## config.mk

```make
export PLATFORM = sky130hd
export DESIGN_NAME = apb_spi_nor_ctrl_flat
export DESIGN_NICKNAME = d
export VERILOG_FILES = /design/src/rtl/apb_spi_nor_ctrl_pkg.sv /design/src/rtl/apb_spi_nor_ctrl_if.sv /design/src/rtl/apb_spi_nor_ctrl_spi_shift_engine.sv /design/src/rtl/apb_spi_nor_ctrl.sv /design/src/flat_wrapper.sv
export SDC_FILE = /design/constraint.sdc
export NUM_CORES = 1
export LEC_CHECK = 0
export ABC_AREA = 1
export CORE_MARGIN = 4
export CORE_UTILIZATION = 50
export DETAILED_ROUTE_END_ITERATION = 8
export GPL_ROUTABILITY_DRIVEN = 0
export PLACE_DENSITY = 0.8
export SYNTH_ARGS = -nofsm -noshare
export SYNTH_HDL_FRONTEND = slang
export SYNTH_SLANG_ARGS = --single-unit
```

## constraint.sdc

```tcl
create_clock -name p_clk -period 2.64 [get_ports p_clk]
set_input_delay 0.66 -clock p_clk [delete_from_list [all_inputs] [get_ports p_clk]]
set_output_delay 0.66 -clock p_clk [all_outputs]
set_load 0.1 [all_outputs]
```

## src/rtl/apb_spi_nor_ctrl_pkg.sv

```systemverilog
// Shared constants and types for the APB to SPI NOR bridge.
// Command bytes, FSM states and parameter sanity helpers.
package apb_spi_nor_pkg;

  localparam logic [7:0] CMD_PROG = 8'h02;
  localparam logic [7:0] CMD_READ = 8'h03;
  localparam logic [7:0] CMD_WREN = 8'h06;

  // Longest frame: cmd + 4 addr + 4 data bytes.
  localparam int FRAME_MAX = 72;
  localparam int BITW      = 7;

  typedef enum logic [2:0] {
    ST_IDLE,
    ST_WREN,
    ST_GAP,
    ST_XFER,
    ST_DONE
  } state_t;

  function automatic bit params_ok(
    input int ab,
    input int db,
    input int div
  );
    return (ab == 3 || ab == 4) &&
           (db >= 1 && db <= 4) &&
           (div >= 2) &&
           (div % 2 == 0);
  endfunction

endpackage

```

## src/rtl/apb_spi_nor_ctrl_if.sv

```systemverilog
// APB slave port plus SPI pins of the NOR bridge.
// slave = bridge view, master = bus/flash side view.
interface apb_spi_nor_ctrl_if;

  logic [31:0] p_addr;
  logic        p_write;
  logic        p_sel_x;
  logic        p_enable;
  logic [31:0] p_wdata;
  logic [31:0] p_rdata;
  logic        p_ready;
  logic        p_slverr;
  logic        s_clk;
  logic        s_css;
  logic        s_mosi;
  logic        s_miso;

  modport slave (
    input  p_addr, p_write, p_sel_x,
    input  p_enable, p_wdata, s_miso,
    output p_rdata, p_ready, p_slverr,
    output s_clk, s_css, s_mosi
  );

  modport master (
    output p_addr, p_write, p_sel_x,
    output p_enable, p_wdata, s_miso,
    input  p_rdata, p_ready, p_slverr,
    input  s_clk, s_css, s_mosi
  );

endinterface

```

## src/rtl/apb_spi_nor_ctrl_spi_shift_engine.sv

```systemverilog
// SPI mode-0 shifter: divider, bit counter, MOSI/MISO shifting.
// Frame word arrives left-aligned; MOSI is always its top bit.
module spi_shift_engine
  import apb_spi_nor_pkg::*;
#(
  parameter int CLK_DIV = 2
) (
  input  logic                 clk,
  input  logic                 rst_n,
  input  logic                 start,
  input  logic [BITW-1:0]      nbits,
  input  logic [FRAME_MAX-1:0] load,
  input  logic                 miso,
  output logic                 busy,
  output logic                 done,
  output logic [31:0]          rx,
  output logic                 sclk,
  output logic                 css,
  output logic                 mosi
);

  localparam int DCW = $clog2(CLK_DIV);
  localparam logic [DCW-1:0] HALF =
    DCW'(CLK_DIV / 2 - 1);
  localparam logic [DCW-1:0] LAST =
    DCW'(CLK_DIV - 1);

  logic [DCW-1:0]       div;
  logic [BITW-1:0]      bitn;
  logic [FRAME_MAX-1:0] sr;

  assign mosi = sr[FRAME_MAX-1];
  assign done = busy && (div == LAST) &&
                (bitn == nbits - 1'b1);

  always_ff @(posedge clk or negedge rst_n) begin
    if (!rst_n) begin
      busy <= 1'b0;
      div  <= '0;
      bitn <= '0;
      sr   <= '0;
      rx   <= '0;
      sclk <= 1'b0;
      css  <= 1'b1;
    end else if (!busy) begin
      if (start) begin
        busy <= 1'b1;
        css  <= 1'b0;
        sclk <= 1'b0;
        div  <= '0;
        bitn <= '0;
        sr   <= load;
      end
    end else begin
      if (div == HALF) begin
        sclk <= 1'b1;
        rx   <= {rx[30:0], miso};
      end
      if (div == LAST) begin
        div  <= '0;
        sclk <= 1'b0;
        if (done) begin
          busy <= 1'b0;
          css  <= 1'b1;
          sr   <= '0;
        end else begin
          bitn <= bitn + 1'b1;
          sr   <= sr << 1;
        end
      end else begin
        div <= div + 1'b1;
      end
    end
  end

endmodule

```

## src/rtl/apb_spi_nor_ctrl.sv

```systemverilog
// APB slave turning each access into one SPI NOR frame,
// with optional write-enable prologue and range error.
module apb_spi_nor_ctrl
  import apb_spi_nor_pkg::*;
#(
  parameter int ADDR_BYTES = 3,
  parameter int DATA_BYTES = 4,
  parameter int CLK_DIV    = 2,
  parameter bit AUTO_WREN  = 1
) (
  input logic                p_clk,
  input logic                p_reset_n,
  apb_spi_nor_ctrl_if.slave  bus
);

  localparam int AW    = 8 * ADDR_BYTES;
  localparam int DW    = 8 * DATA_BYTES;
  localparam int NBITS = 8 + AW + DW;
  localparam int GCW   = $clog2(CLK_DIV);

  localparam logic [31:0] AMASK =
    32'((64'd1 << AW) - 64'd1);
  localparam logic [31:0] DMASK =
    32'((64'd1 << DW) - 64'd1);
  localparam logic [GCW-1:0] GAP_LAST =
    GCW'(CLK_DIV - 2);

  if (!params_ok(ADDR_BYTES, DATA_BYTES, CLK_DIV))
  begin : g_bad_params
    $error("apb_spi_nor_ctrl: illegal parameters");
  end

  function automatic logic [FRAME_MAX-1:0] frame(
    input logic [7:0]  cmd,
    input logic [31:0] a,
    input logic [31:0] d
  );
    logic [FRAME_MAX-1:0] w;
    w = {cmd, 64'd0};
    w = w | (72'(a & AMASK) << (64 - AW));
    w = w | (72'(d & DMASK) << (64 - AW - DW));
    return w;
  endfunction

  state_t               state;
  logic [31:0]          addr_q;
  logic [31:0]          wdata_q;
  logic                 write_q;
  logic                 err_q;
  logic [GCW-1:0]       gap;
  logic                 start;
  logic [BITW-1:0]      nbits;
  logic [FRAME_MAX-1:0] ld_word;
  logic [31:0]          rdata;
  logic                 ready;
  logic                 slverr;

  logic        eng_busy;
  logic        eng_done;
  logic [31:0] eng_rx;
  logic        eng_sclk;
  logic        eng_css;
  logic        eng_mosi;

  logic        accept;
  logic        range_err;
  logic [31:0] addr_hi;

  assign addr_hi   = bus.p_addr >> AW;
  assign range_err = addr_hi != 32'd0;
  assign accept    = (state == ST_IDLE) &&
                     bus.p_sel_x && bus.p_enable &&
                     !eng_busy;

  always_ff @(posedge p_clk or negedge p_reset_n) begin
    if (!p_reset_n) begin
      state   <= ST_IDLE;
      addr_q  <= '0;
      wdata_q <= '0;
      write_q <= 1'b0;
      err_q   <= 1'b0;
      gap     <= '0;
      start   <= 1'b0;
      nbits   <= '0;
      ld_word <= '0;
      rdata   <= '0;
      ready   <= 1'b0;
      slverr  <= 1'b0;
    end else begin
      start <= 1'b0;
      unique case (state)
        ST_IDLE: begin
          ready  <= 1'b0;
          slverr <= 1'b0;
          if (accept) begin
            addr_q  <= bus.p_addr;
            wdata_q <= bus.p_wdata;
            write_q <= bus.p_write;
            err_q   <= range_err;
            if (range_err) begin
              state <= ST_DONE;
            end else if (bus.p_write && AUTO_WREN) begin
              start   <= 1'b1;
              nbits   <= BITW'(8);
              ld_word <= {CMD_WREN, 64'd0};
              state   <= ST_WREN;
            end else begin
              start   <= 1'b1;
              nbits   <= BITW'(NBITS);
              ld_word <= frame(
                bus.p_write ? CMD_PROG : CMD_READ,
                bus.p_addr,
                bus.p_write ? bus.p_wdata : 32'd0);
              state   <= ST_XFER;
            end
          end
        end
        ST_WREN: begin
          if (eng_done) begin
            gap   <= '0;
            state <= ST_GAP;
          end
        end
        // Chip select stays high CLK_DIV cycles here.
        ST_GAP: begin
          if (gap == GAP_LAST) begin
            start   <= 1'b1;
            nbits   <= BITW'(NBITS);
            ld_word <= frame(CMD_PROG, addr_q, wdata_q);
            state   <= ST_XFER;
          end else begin
            gap <= gap + 1'b1;
          end
        end
        ST_XFER: begin
          if (eng_done) begin
            ready  <= 1'b1;
            slverr <= 1'b0;
            if (!write_q) rdata <= eng_rx & DMASK;
            state  <= ST_DONE;
          end
        end
        ST_DONE: begin
          ready  <= err_q;
          slverr <= err_q;
          err_q  <= 1'b0;
          state  <= ST_IDLE;
        end
        default: state <= ST_IDLE;
      endcase
    end
  end

  spi_shift_engine #(
    .CLK_DIV (CLK_DIV)
  ) u_eng (
    .clk   (p_clk),
    .rst_n (p_reset_n),
    .start (start),
    .nbits (nbits),
    .load  (ld_word),
    .miso  (bus.s_miso),
    .busy  (eng_busy),
    .done  (eng_done),
    .rx    (eng_rx),
    .sclk  (eng_sclk),
    .css   (eng_css),
    .mosi  (eng_mosi)
  );

  assign bus.p_rdata  = rdata;
  assign bus.p_ready  = ready;
  assign bus.p_slverr = slverr;
  assign bus.s_clk    = eng_sclk;
  assign bus.s_css    = eng_css;
  assign bus.s_mosi   = eng_mosi;

endmodule
```

## src/flat_wrapper.sv

```systemverilog
// flat-port wrapper written by rule: the top's interface ports become plain ports
module apb_spi_nor_ctrl_flat import apb_spi_nor_pkg::*;
#(
  parameter int ADDR_BYTES = 3,
  parameter int DATA_BYTES = 4,
  parameter int CLK_DIV    = 2,
  parameter bit AUTO_WREN  = 1
)
  (p_clk, p_reset_n, bus_p_addr, bus_p_write, bus_p_sel_x, bus_p_enable, bus_p_wdata, bus_s_miso, bus_p_rdata, bus_p_ready, bus_p_slverr, bus_s_clk, bus_s_css, bus_s_mosi);
  apb_spi_nor_ctrl_if bus_i ();
  input logic p_clk;
  input logic p_reset_n;
  input wire logic [$bits(bus_i.p_addr)-1:0] bus_p_addr;
  input wire logic [$bits(bus_i.p_write)-1:0] bus_p_write;
  input wire logic [$bits(bus_i.p_sel_x)-1:0] bus_p_sel_x;
  input wire logic [$bits(bus_i.p_enable)-1:0] bus_p_enable;
  input wire logic [$bits(bus_i.p_wdata)-1:0] bus_p_wdata;
  input wire logic [$bits(bus_i.s_miso)-1:0] bus_s_miso;
  output wire logic [$bits(bus_i.p_rdata)-1:0] bus_p_rdata;
  output wire logic [$bits(bus_i.p_ready)-1:0] bus_p_ready;
  output wire logic [$bits(bus_i.p_slverr)-1:0] bus_p_slverr;
  output wire logic [$bits(bus_i.s_clk)-1:0] bus_s_clk;
  output wire logic [$bits(bus_i.s_css)-1:0] bus_s_css;
  output wire logic [$bits(bus_i.s_mosi)-1:0] bus_s_mosi;
  assign bus_i.p_addr = bus_p_addr;
  assign bus_i.p_write = bus_p_write;
  assign bus_i.p_sel_x = bus_p_sel_x;
  assign bus_i.p_enable = bus_p_enable;
  assign bus_i.p_wdata = bus_p_wdata;
  assign bus_i.s_miso = bus_s_miso;
  assign bus_p_rdata = bus_i.p_rdata;
  assign bus_p_ready = bus_i.p_ready;
  assign bus_p_slverr = bus_i.p_slverr;
  assign bus_s_clk = bus_i.s_clk;
  assign bus_s_css = bus_i.s_css;
  assign bus_s_mosi = bus_i.s_mosi;
  apb_spi_nor_ctrl #(.ADDR_BYTES(ADDR_BYTES), .DATA_BYTES(DATA_BYTES), .CLK_DIV(CLK_DIV), .AUTO_WREN(AUTO_WREN)) u_core (.p_clk(p_clk), .p_reset_n(p_reset_n), .bus(bus_i));
endmodule
```

==> flow_metrics.py <==
metrics = {
    "outcome": {
        "status": "complete, no violations",
    },
    "floorplanning": {
        "die_w_um": 159.4,
        "die_area_um2": 25400,
        "die_h_um": 159.4,
        "core_area_um2": 22570,
        "initial_core_util_pct": 50.76,
        "num_io_pins": 107,
        "rows": 55,
    },
    "logic_synthesis": {
        "synth_edf_count": 0,
        "syn_area_per_cell_um2": 9.462,
        "syn-num-nets": 1282,
        "postSynthCellCount": 1211,
        "ys.flop_type": "dfrtp_1",
        "ys_warn_count": 0,
        "async_reset_ff_share_pct": 100.0,
        "ys_seq_elements": 262,
        "ys_seq_area_share_pct": 57.23,
        "syn-cell-area_um2": 11460,
        "synth_cell_types": 33,
    },
    "global_routing": {
        "grt_start_max_net_pins": 69,
        "antenna_found_initial": 0,
        "grt_pass1_wl_um": 42760,
        "grt-ovfl-total": 0,
        "track_usage_pct": 19.62,
        "grt_pass1_vias": 8725,
    },
    "power_and_ir_drop": {
        "p_seq_share_pct": 42.2,
        "pwr-share-comb_pct": 30.9,
        "power.internal_mw": 9.337,
        "vdd_ir_drop_max_v": 0.0005784,
        "cellLeakagePower_nw": 6.621,
        "pwr-share-clk_pct": 26.9,
        "p_sw_mw": 5.055,
        "power.density_cell_area_nw_per_um2": 1057,
        "switching_share_pct": 35.12,
        "p_total_mw": 14.39,
    },
    "cells_and_area": {
        "fin_cells": 1592,
        "layout_commonest_cell": "nand2_1",
        "fin_area_um2": 13620,
        "final_nets": 1359,
        "drive_gt1_share_pct": 14.00,
        "final_cell_mix": "322 x nand2_1, 260 x dfrtp_1, 163 x inv_1",
        "final_util_pct": 60.32,
        "diodes": 0,
        "syn_to_final_growth_pct": 18.83,
    },
    "placement": {
        "io_buffers": 106,
        "placed_cell_area_um2": 12720,
        "post-dp-hpwl_um": 15400,
        "place_ws_ns": 0.2778,
        "dp_cells": 1546,
    },
    "sta": {
        "max_freq_mhz": 497.1,
        "worst_pin_slew_ns": 0.7711,
        "finalHoldViolCount": 0,
        "min_period_ns": 2.012,
        "setup_viol": 0,
        "relSlewSlack_pct": 48.59,
        "setup_tns_ns": 0,
        "setup_slack_ns": 0.6283,
        "finClkSkew_ns": 0.02415,
        "rsz0062_at_grt": "no",
        "timing_max_transition_violations_final": 0,
        "fin_crit_sh_pct": 76.20,
        "hold_ws_ns": 0.06741,
    },
    "clock_network": {
        "cts_tree": "done",
        "clock-sinks": 262,
        "post-cts-setup-buffer-count": 0,
        "cts_inserted_buffers": 25,
        "clkLatencyLatePin_ns": 0.53,
        "cts_resized": 0,
        "htreeDepth": 1,
        "postCtsHoldBufs": 0,
        "cts-root-buf": "clkbuf_16",
        "clk_pin_slew_ns": 0.06,
        "cts_buffer_depth": 3,
    },
    "critical_path": {
        "rrSetupSlack_ns": 0.63,
        "max_stage_delay_ns": 0.40,
        "cpMostUsedCell": "nand2_1",
        "endpoint_kind": "register",
        "critPathSlowestCell": "dfrtp_1",
        "cp_max_fo": 32,
        "worstSetupStartpointType": "register",
        "required_ns": 3.03,
        "crit_type": "register to register",
        "crit_chain": "ha_1, nand2_1, clkinv_1, nand2_1, nor2_2, nand2_2, nor2_8, nand3_4, nand2_1, nand2_1",
        "critPathArrivalTime_ns": 2.40,
    },
    "drt": {
        "drtAntennaViolNets": 0,
        "via_per_inst": 5.424,
        "wire_per_inst_um": 15.57,
        "drc": 0,
        "vias": 8635,
        "routed_wl_um": 24790,
        "dr.pass1.iters": 6,
        "drt_iter0_drc": 718,
    },
    "worst_hold_path": {
        "hold_class": "input port to async pin",
    },
    "run": {
        "max-cap-violations": 0,
    },
}
[sequential cells by signal, indices dropped and copies added, names as in the netlist]
name	flops
u_core.u_eng.busy	1
u_core.start	1
u_core.u_eng.bitn	7
u_core.u_eng.sclk	1
u_core.err_q	1
u_core.u_eng.sr	64
u_core.bus.p_rdata	32
u_core.ld_word	58
u_core.state	3
u_core.write_q	1
u_core.bus.p_ready	1
u_core.wdata_q	32
u_core.u_eng.rx	32
u_core.nbits	2
u_core.bus.p_slverr	1
u_core.u_eng.css	1
u_core.addr_q	24
[Yosys cell counts (4+ instances only)]
cell,number,area (um^2)
dfrtp_1,261,6531
o21ai_0,46,230.2
buf_4,14,105.1
inv_2,4,15.01
nand3_1,16,80.08
o22ai_1,32,200.2
buf_2,34,170.2
nor2_1,25,93.84
o211ai_1,24,180.2
inv_1,164,615.6
mux2_2,54,608.1
nand4_1,96,600.6
o31ai_1,58,435.4
nand2_1,322,1209
clkbuf_1,29,108.9
[layout make-up]
type	count	area, um^2
clock buffer	32	691.9
sequential	262	6559
clock inverter	14	202.7
timing repair buffer	133	1314
multi-input combinational	695	3850
fill	1823	8956
tap	285	356.6
inverter	171	641.9
[kinds of logic (layout without fill, tap and decap cells)]
| logic type | Yosys count | count (layout) | share of synthesized area, % |
|---|---|---|---|
| flops | 262 | 262 | 57.23 |
| mux | 54 | 54 | 5.307 |
| fa+ha+maj | 1 | 1 | 0.1092 |
| compound gates | 165 | 165 | 9.391 |
| simple gates | 472 | 472 | 18.39 |
| xor+xnor | 3 | 3 | 0.2293 |
| buf+inv | 254 | 350 | 9.347 |
[path summary, 6_finish.rpt]
path | startpoint | endpoint | cells after the start
min in group p_clk | u_core.bus.p_rdata[25] | u_core.bus.p_rdata[25] | 2
setup / recovery | u_core.u_eng.bitn[0] | u_core.bus.p_rdata[30] | 10
max in group asynchronous | p_reset_n | u_core.u_eng.rx[13] | 2
hold reg to reg | u_core.bus.p_rdata[25] | u_core.bus.p_rdata[25] | 2
hold / removal | p_reset_n | u_core.wdata_q[4] | 1
setup reg to reg | u_core.u_eng.bitn[0] | u_core.bus.p_rdata[30] | 10
[per-layer routing]
| layer | vias up | routed length [um] | global-route usage (%) |
|---|---|---|---|
| li1 | 4150 | - | - |
| met1 | 4229 | 10640 | 25.75 |
| met2 | 222 | 12500 | 33.99 |
| met3 | 34 | 1196 | 3.443 |
| met4 | 0 | 449 | 5.128 |
| met5 | - | 0 | 0 |
[worst max-delay path: cells and delay by family (launching register included)]
kind,cells,cell delay (ns)
fa+ha+maj,1,0.22
buf+inv,1,0.07
flops,1,0.40
simple gates,8,1.19
[power by group through the flow]
stage	clock [mW]	combinational, mW	sequential, mW
global placement	0	4.26	6.07
detailed placement	0	4.40	6.12
floorplan	0	3.19	6.09
finish	3.87	4.45	6.08
CTS	3.93	4.45	6.07
global route	4.12	4.97	6.23
No activity file was read; power rests on OpenSTA's default activity.
==> variant 1: new RTL, same settings <==
`CLK_DIV` is set to 2 in 3 places; all go to 4.
--- a/src/rtl/apb_spi_nor_ctrl_spi_shift_engine.sv
+++ b/src/rtl/apb_spi_nor_ctrl_spi_shift_engine.sv
@@ -5,3 +5,3 @@
 #(
-  parameter int CLK_DIV = 2
+  parameter int CLK_DIV = 4
 ) (
--- a/src/rtl/apb_spi_nor_ctrl.sv
+++ b/src/rtl/apb_spi_nor_ctrl.sv
@@ -7,3 +7,3 @@
   parameter int DATA_BYTES = 4,
-  parameter int CLK_DIV    = 2,
+  parameter int CLK_DIV    = 4,
   parameter bit AUTO_WREN  = 1
--- a/src/flat_wrapper.sv
+++ b/src/flat_wrapper.sv
@@ -5,3 +5,3 @@
   parameter int DATA_BYTES = 4,
-  parameter int CLK_DIV    = 2,
+  parameter int CLK_DIV    = 4,
   parameter bit AUTO_WREN  = 1
Function: changed (a bounded check fails within 4 cycles, from zero or initial values and one cycle with p_reset_n low).
==> variant 1 against the unedited design <==
Wire length fell by 3.0%; count of clock-buffer cells in the layout is 6 higher; power fell by 10%; utilization grew 1.5 points; sequential cell count up 4; design area fell by 3.0%; setup slack worse by 0.20 ns; synthesized area decreased by 4.1%; critical path depth stayed put; largest cell class unchanged; largest power group unchanged.
==> variant 1: results (changes against the unedited design) <==
layout-drive-gt1-share_pct: 12.7  # was 14.0%
grt_util_all_layers_pct: 20.0  # was 19.6%
grt_pass1_vias: 8360  # was 8,725
grt_pass1_wl_mm: 40.6  # was 42.8 mm
use_met1_pct: 27.4  # was 25.8%
cts_made_buffers: 27  # was 25
drt_wl_total_mm: 24.1  # was 24.8 mm
p_leak_nw: 6.20  # was 6.62 nW
syn-num-nets: 1233  # was 1,282
power.density_mw_per_mm2: 978  # was 1060 mW/mm2
n_fill_cell: 1751  # was 1,823
placed_cell_area_mm2: 0.0124  # was 0.0127 mm2
dp_hpwl_mm: 15.8  # was 15.4 mm
drt_iter0_markers: 727  # was 718
clock_skew_ns: 0.0146  # was 0.0241 ns
path_delay_family: "buffers and inverters"  # was simple AND/OR/NAND/NOR gates
hold_class: "in -> async"  # unchanged
relSlewSlack_pct: 35.0  # was 48.6%
ys_seq_area_share_pct: 60.6  # was 57.2%
synthTopCellsByCount: "dfrtp_1 (265), nand2_1 (258), inv_1 (164), o21ai_0 (138), nand3_1 (67)"  # was nand2_1 (322), dfrtp_1 (261), inv_1 (164), nand4_1 (96), o31ai_1 (58)
synth-compound-area-share_pct: 15.4  # was 9.39%
synth_xor_xnor_area_share_pct: 0.319  # was 0.229%
grt_max_degree: 73  # was 69
synth_fa_ha_area_share_pct: 0.455  # was 0.109%
synth.distinct_cells: 38  # was 33
max_stage_delay_ns: 0.42  # was 0.40 ns
muxShareOfSynthArea_pct: 0.307  # was 5.31%
firstDrtPassIters: 5  # was 6
met2_usage_pct: 33.3  # was 34.0%
status: "finished, final reports clean"  # unchanged
ys_async_sr_fraction_pct: 100  # unchanged
use_met3_pct: 3.18  # was 3.44%
critical_path.max_fanout: 19  # was 32
peakVddDrop_mv: 0.557  # was 0.578 mV
viasPerCell: 5.29  # was 5.42
post_cts_buffers: 0  # unchanged
synthTopCellsByArea: "dfrtp_1 (60%), nand2_1 (8.8%), o21ai_0 (6.3%)"  # was dfrtp_1 (57%), nand2_1 (11%), inv_1 (5.4%)
layout.nets: 1338  # was 1,359
-- variant 1: changes by cell type after synthesis, moves of 17 or more --
cell,before,now
nand2_1,322,258
o221ai_1,0,29
o21ai_0,46,138
o21ai_2,0,30
o31ai_1,58,1
nand3_1,16,67
mux2_2,54,3
nand4_1,96,1
buf_2,34,17
-- variant 1: worst paths after layout --
kind	from	endpoint	slack, ns	depth (start not counted)
worst max-delay path	u_core.u_eng.div[0]	u_core.u_eng.bitn[6]	0.43	10
worst min-delay path	p_reset_n	u_core.bus.p_rdata[2]	0.1	1
worst max register to register	u_core.u_eng.div[0]	u_core.u_eng.bitn[6]	0.43	10
worst min register to register	u_core.bus.p_rdata[28]	u_core.bus.p_rdata[28]	0.48	2
max in group asynchronous	p_reset_n	u_core.wdata_q[26]	1.67	2
min in group p_clk	u_core.bus.p_rdata[28]	u_core.bus.p_rdata[28]	0.48	2
-- variant 1: power breakdown --
part	total [mW]	leakage, nW	switching (mW)	internal (mW)
sequential	5.80	3.11	0.523	5.27
clock	3.62	0.417	1.51	2.11
combinational	3.50	2.67	2.29	1.22
total	12.9	6.20	4.32	8.60
-- variant 1: routing by layer --
metal / up-vias / routed length (um)
li1: 3986 / -
met1: 3973 / 10600
met2: 230 / 11600
met3: 49 / 1260
met4: 0 / 642
met5: - / 0
-- variant 1: logic make-up (layout without fill, tap and decap cells) --
family,after synthesis,in the layout
adder cells (fa/ha/maj),4,4
flip-flops,266,266
AO/OA/AOI/OAI,270,270
XOR/XNOR,4,4
multiplexers,3,3
AND/OR/NAND/NOR,379,379
buffers and inverters,233,356
-- variant 1: area by class of cell --
cell class,count,area share [%]
Clock buffer,38,5.81
Tap cell,275,2.61
Clock inverter,9,0.550
Inverter,169,4.82
Multi-Input combinational cell,660,25.7
Timing Repair Buffer,140,10.1
Sequential cell,266,50.4
-- variant 1: worst reg2reg max path, delay by kind of cell, from the launching register on --
family                     cells  cell delay [ns]
buffers and inverters          4             0.68
and+or+nand+nor                4             0.62
DFF                            1             0.42
adders and majority gates      1             0.26
AOI/OAI and AO/OA              1             0.10
-- variant 1: stage by stage --
| step | worst slack (ns) | power (mW) | std cells |
|---|---|---|---|
| CTS | 0.465 | 13.0 | 1557 |
| floorplan | 0.973 | 8.22 | 1159 |
| finish | 0.430 | 12.9 | 1557 |
| global placement | 0.351 | 9.13 | 1510 |
| detailed placement | 0.375 | 9.31 | 1510 |
| global route | 0.244 | 13.8 | 1557 |
==> variant 2: new RTL, config.mk and constraints unchanged <==
Without the edit above. Make the reset (`p_reset_n` and `rst_n`) synchronous in 2 clocked blocks.
--- a/src/rtl/apb_spi_nor_ctrl_spi_shift_engine.sv
+++ b/src/rtl/apb_spi_nor_ctrl_spi_shift_engine.sv
@@ -35,3 +35,3 @@
 
-  always_ff @(posedge clk or negedge rst_n) begin
+  always_ff @(posedge clk) begin
     if (!rst_n) begin
--- a/src/rtl/apb_spi_nor_ctrl.sv
+++ b/src/rtl/apb_spi_nor_ctrl.sv
@@ -74,3 +74,3 @@
 
-  always_ff @(posedge p_clk or negedge p_reset_n) begin
+  always_ff @(posedge p_clk) begin
     if (!p_reset_n) begin
Behaviour: differs if p_reset_n is asserted again (counterexample within 4 cycles, from zero or initial values and one cycle with p_reset_n low); with p_reset_n held inactive, the same outputs for 10 cycles.
==> variant 2 against the unedited design <==
Utilization grew 0.49 points; sequential cell count is the same; setup slack lost 0.46 ns; design area shrank 5.8%; non-clock buffer count grew 5; synthesized area shrank 6.1%; wire length grew 4.4%; critical path type is now reg -> out.
Power is not compared: it rests on default switching activity, and its combinational part moved more than twofold at a synthesized area within 25%.
==> variant 2: results (changes against the unedited design) <==
viasPerCell: 5.40  # was 5.42
grt_util_all_layers_pct: 20.8  # was 19.6%
post_cts_resized: 0  # unchanged
portBuffers: 106  # unchanged
p_comb_share_pct: 19.8
drc_errors: 0  # unchanged
n_fill_cell: 1906  # was 1,823
reg_top3: "u_core.u_eng.sr: 64 flops, u_core.ld_word: 58 flops"  # unchanged
clock_skew_ns: 0.0194  # was 0.0241 ns
status: "finished, final reports clean"  # unchanged
cts_made_buffers: 27  # was 25
antenna_found_initial: 0  # unchanged
drt_iter0_markers: 836  # was 718
grt_pass1_wl_mm: 43.4  # was 42.8 mm
synthTopCellsByCount: "dfxtp_1 (262), nand2_1 (262), nor2_1 (260), nand3_1 (189), a21oi_1 (137)"  # was nand2_1 (322), dfrtp_1 (261), inv_1 (164), nand4_1 (96), o31ai_1 (58)
layout-drive-gt1-share_pct: 8.58  # was 14.0%
switchingPower_mw: 3.38
ys_seq_area_share_pct: 48.7  # was 57.2%
pwr.group.clock_mw: 4.09
ys_async_sr_fraction_pct: 0  # was 100%
cts-root-buf: "clkbuf_16"  # unchanged
clockBufferDepth: 3  # unchanged
synthTopCellsByArea: "dfxtp_1 (49%), nand2_1 (9.1%), nor2_1 (9.1%)"  # was dfrtp_1 (57%), nand2_1 (11%), inv_1 (5.4%)
grt_max_degree: 124  # was 69
worst_pin_slew_ns: 0.695  # was 0.771 ns
dp_hpwl_mm: 15.2  # was 15.4 mm
yosys_warnings: 0  # unchanged
clkLatencyLatePin_ns: 0.54
drt_wl_total_mm: 25.9  # was 24.8 mm
hold_class: "reg -> reg"  # was in -> async
syn-num-nets: 1576  # was 1,282
path_clk_slew_ns: 0.07
insertedDiodeCount: 0  # unchanged
firstDrtPassIters: 5  # was 6
layout.cells.non_filler: 1849  # was 1,592
critical_path.max_fanout: 62  # was 32
p_leak_nw: 5.28
arrival_ns: 1.81  # was 2.40 ns
htreeDepth: 1  # unchanged
synth.distinct_cells: 25  # was 33
syn_inst: 1505  # was 1,211
post_cts_buffers: 0  # unchanged
grt_pass1_vias: 9206  # was 8,725
peakVddDrop_mv: 0.547
## variant 2: cell type report
class	count	area (um2)	share of cell area, %
clock inverter	11	166	1.30
inverter	80	303	2.36
timing repair buffer	138	1250	9.78
multi-input combinational	1044	4700	36.6
clock buffer	39	811	6.32
tap	275	344	2.68
sequential	262	5250	40.9
## variant 2: routing by layer
layer	vias to the layer above	track usage, %	part of all wire, %
met2	335	35.0	46
met1	4568	28.5	46
met4	0	5.05	1.9
met5	-	0	0
met3	33	2.97	6.2
li1	5048	-	-
## variant 2: worst paths after layout
| kind | start | end | slack (ns) | cells past startpoint |
|---|---|---|---|---|
| worst min-delay path | u_core.u_eng.sr[69] | u_core.u_eng.sr[69] | 0.45 | 2 |
| worst max register to register | u_core.u_eng.busy | u_core.u_eng.sclk | 0.63 | 6 |
| worst max-delay path | u_core.u_eng.sclk | bus_s_clk | 0.17 | 2 |
| worst min register to register | u_core.u_eng.sr[69] | u_core.u_eng.sr[69] | 0.45 | 2 |
## variant 2: stage by stage
stage	instance area (um2)	setup slack [ns]	power (mW)
after global routing	12800	0.0858	11.6
after global placement	11800	0.322	6.93
after CTS	12800	0.144	11.1
after detailed placement	11800	0.289	6.98
final	12800	0.167	11.0
after floorplan	10800	0.451	6.32
## variant 2: cells by family after synthesis
logic type / count (synthesis) / share of synthesized area (%)
buffers and inverters: 199 / 7.67
DFF: 262 / 48.7
and+or+nand+nor: 783 / 31.3
adders and majority gates: 1 / 0.116
AOI/OAI and AO/OA: 260 / 12.1
## variant 2: critical path: stages, from the launching register on
cell,delay [ns]
dfxtp_2,0.33
buf_4,0.53
buf_4,0.41
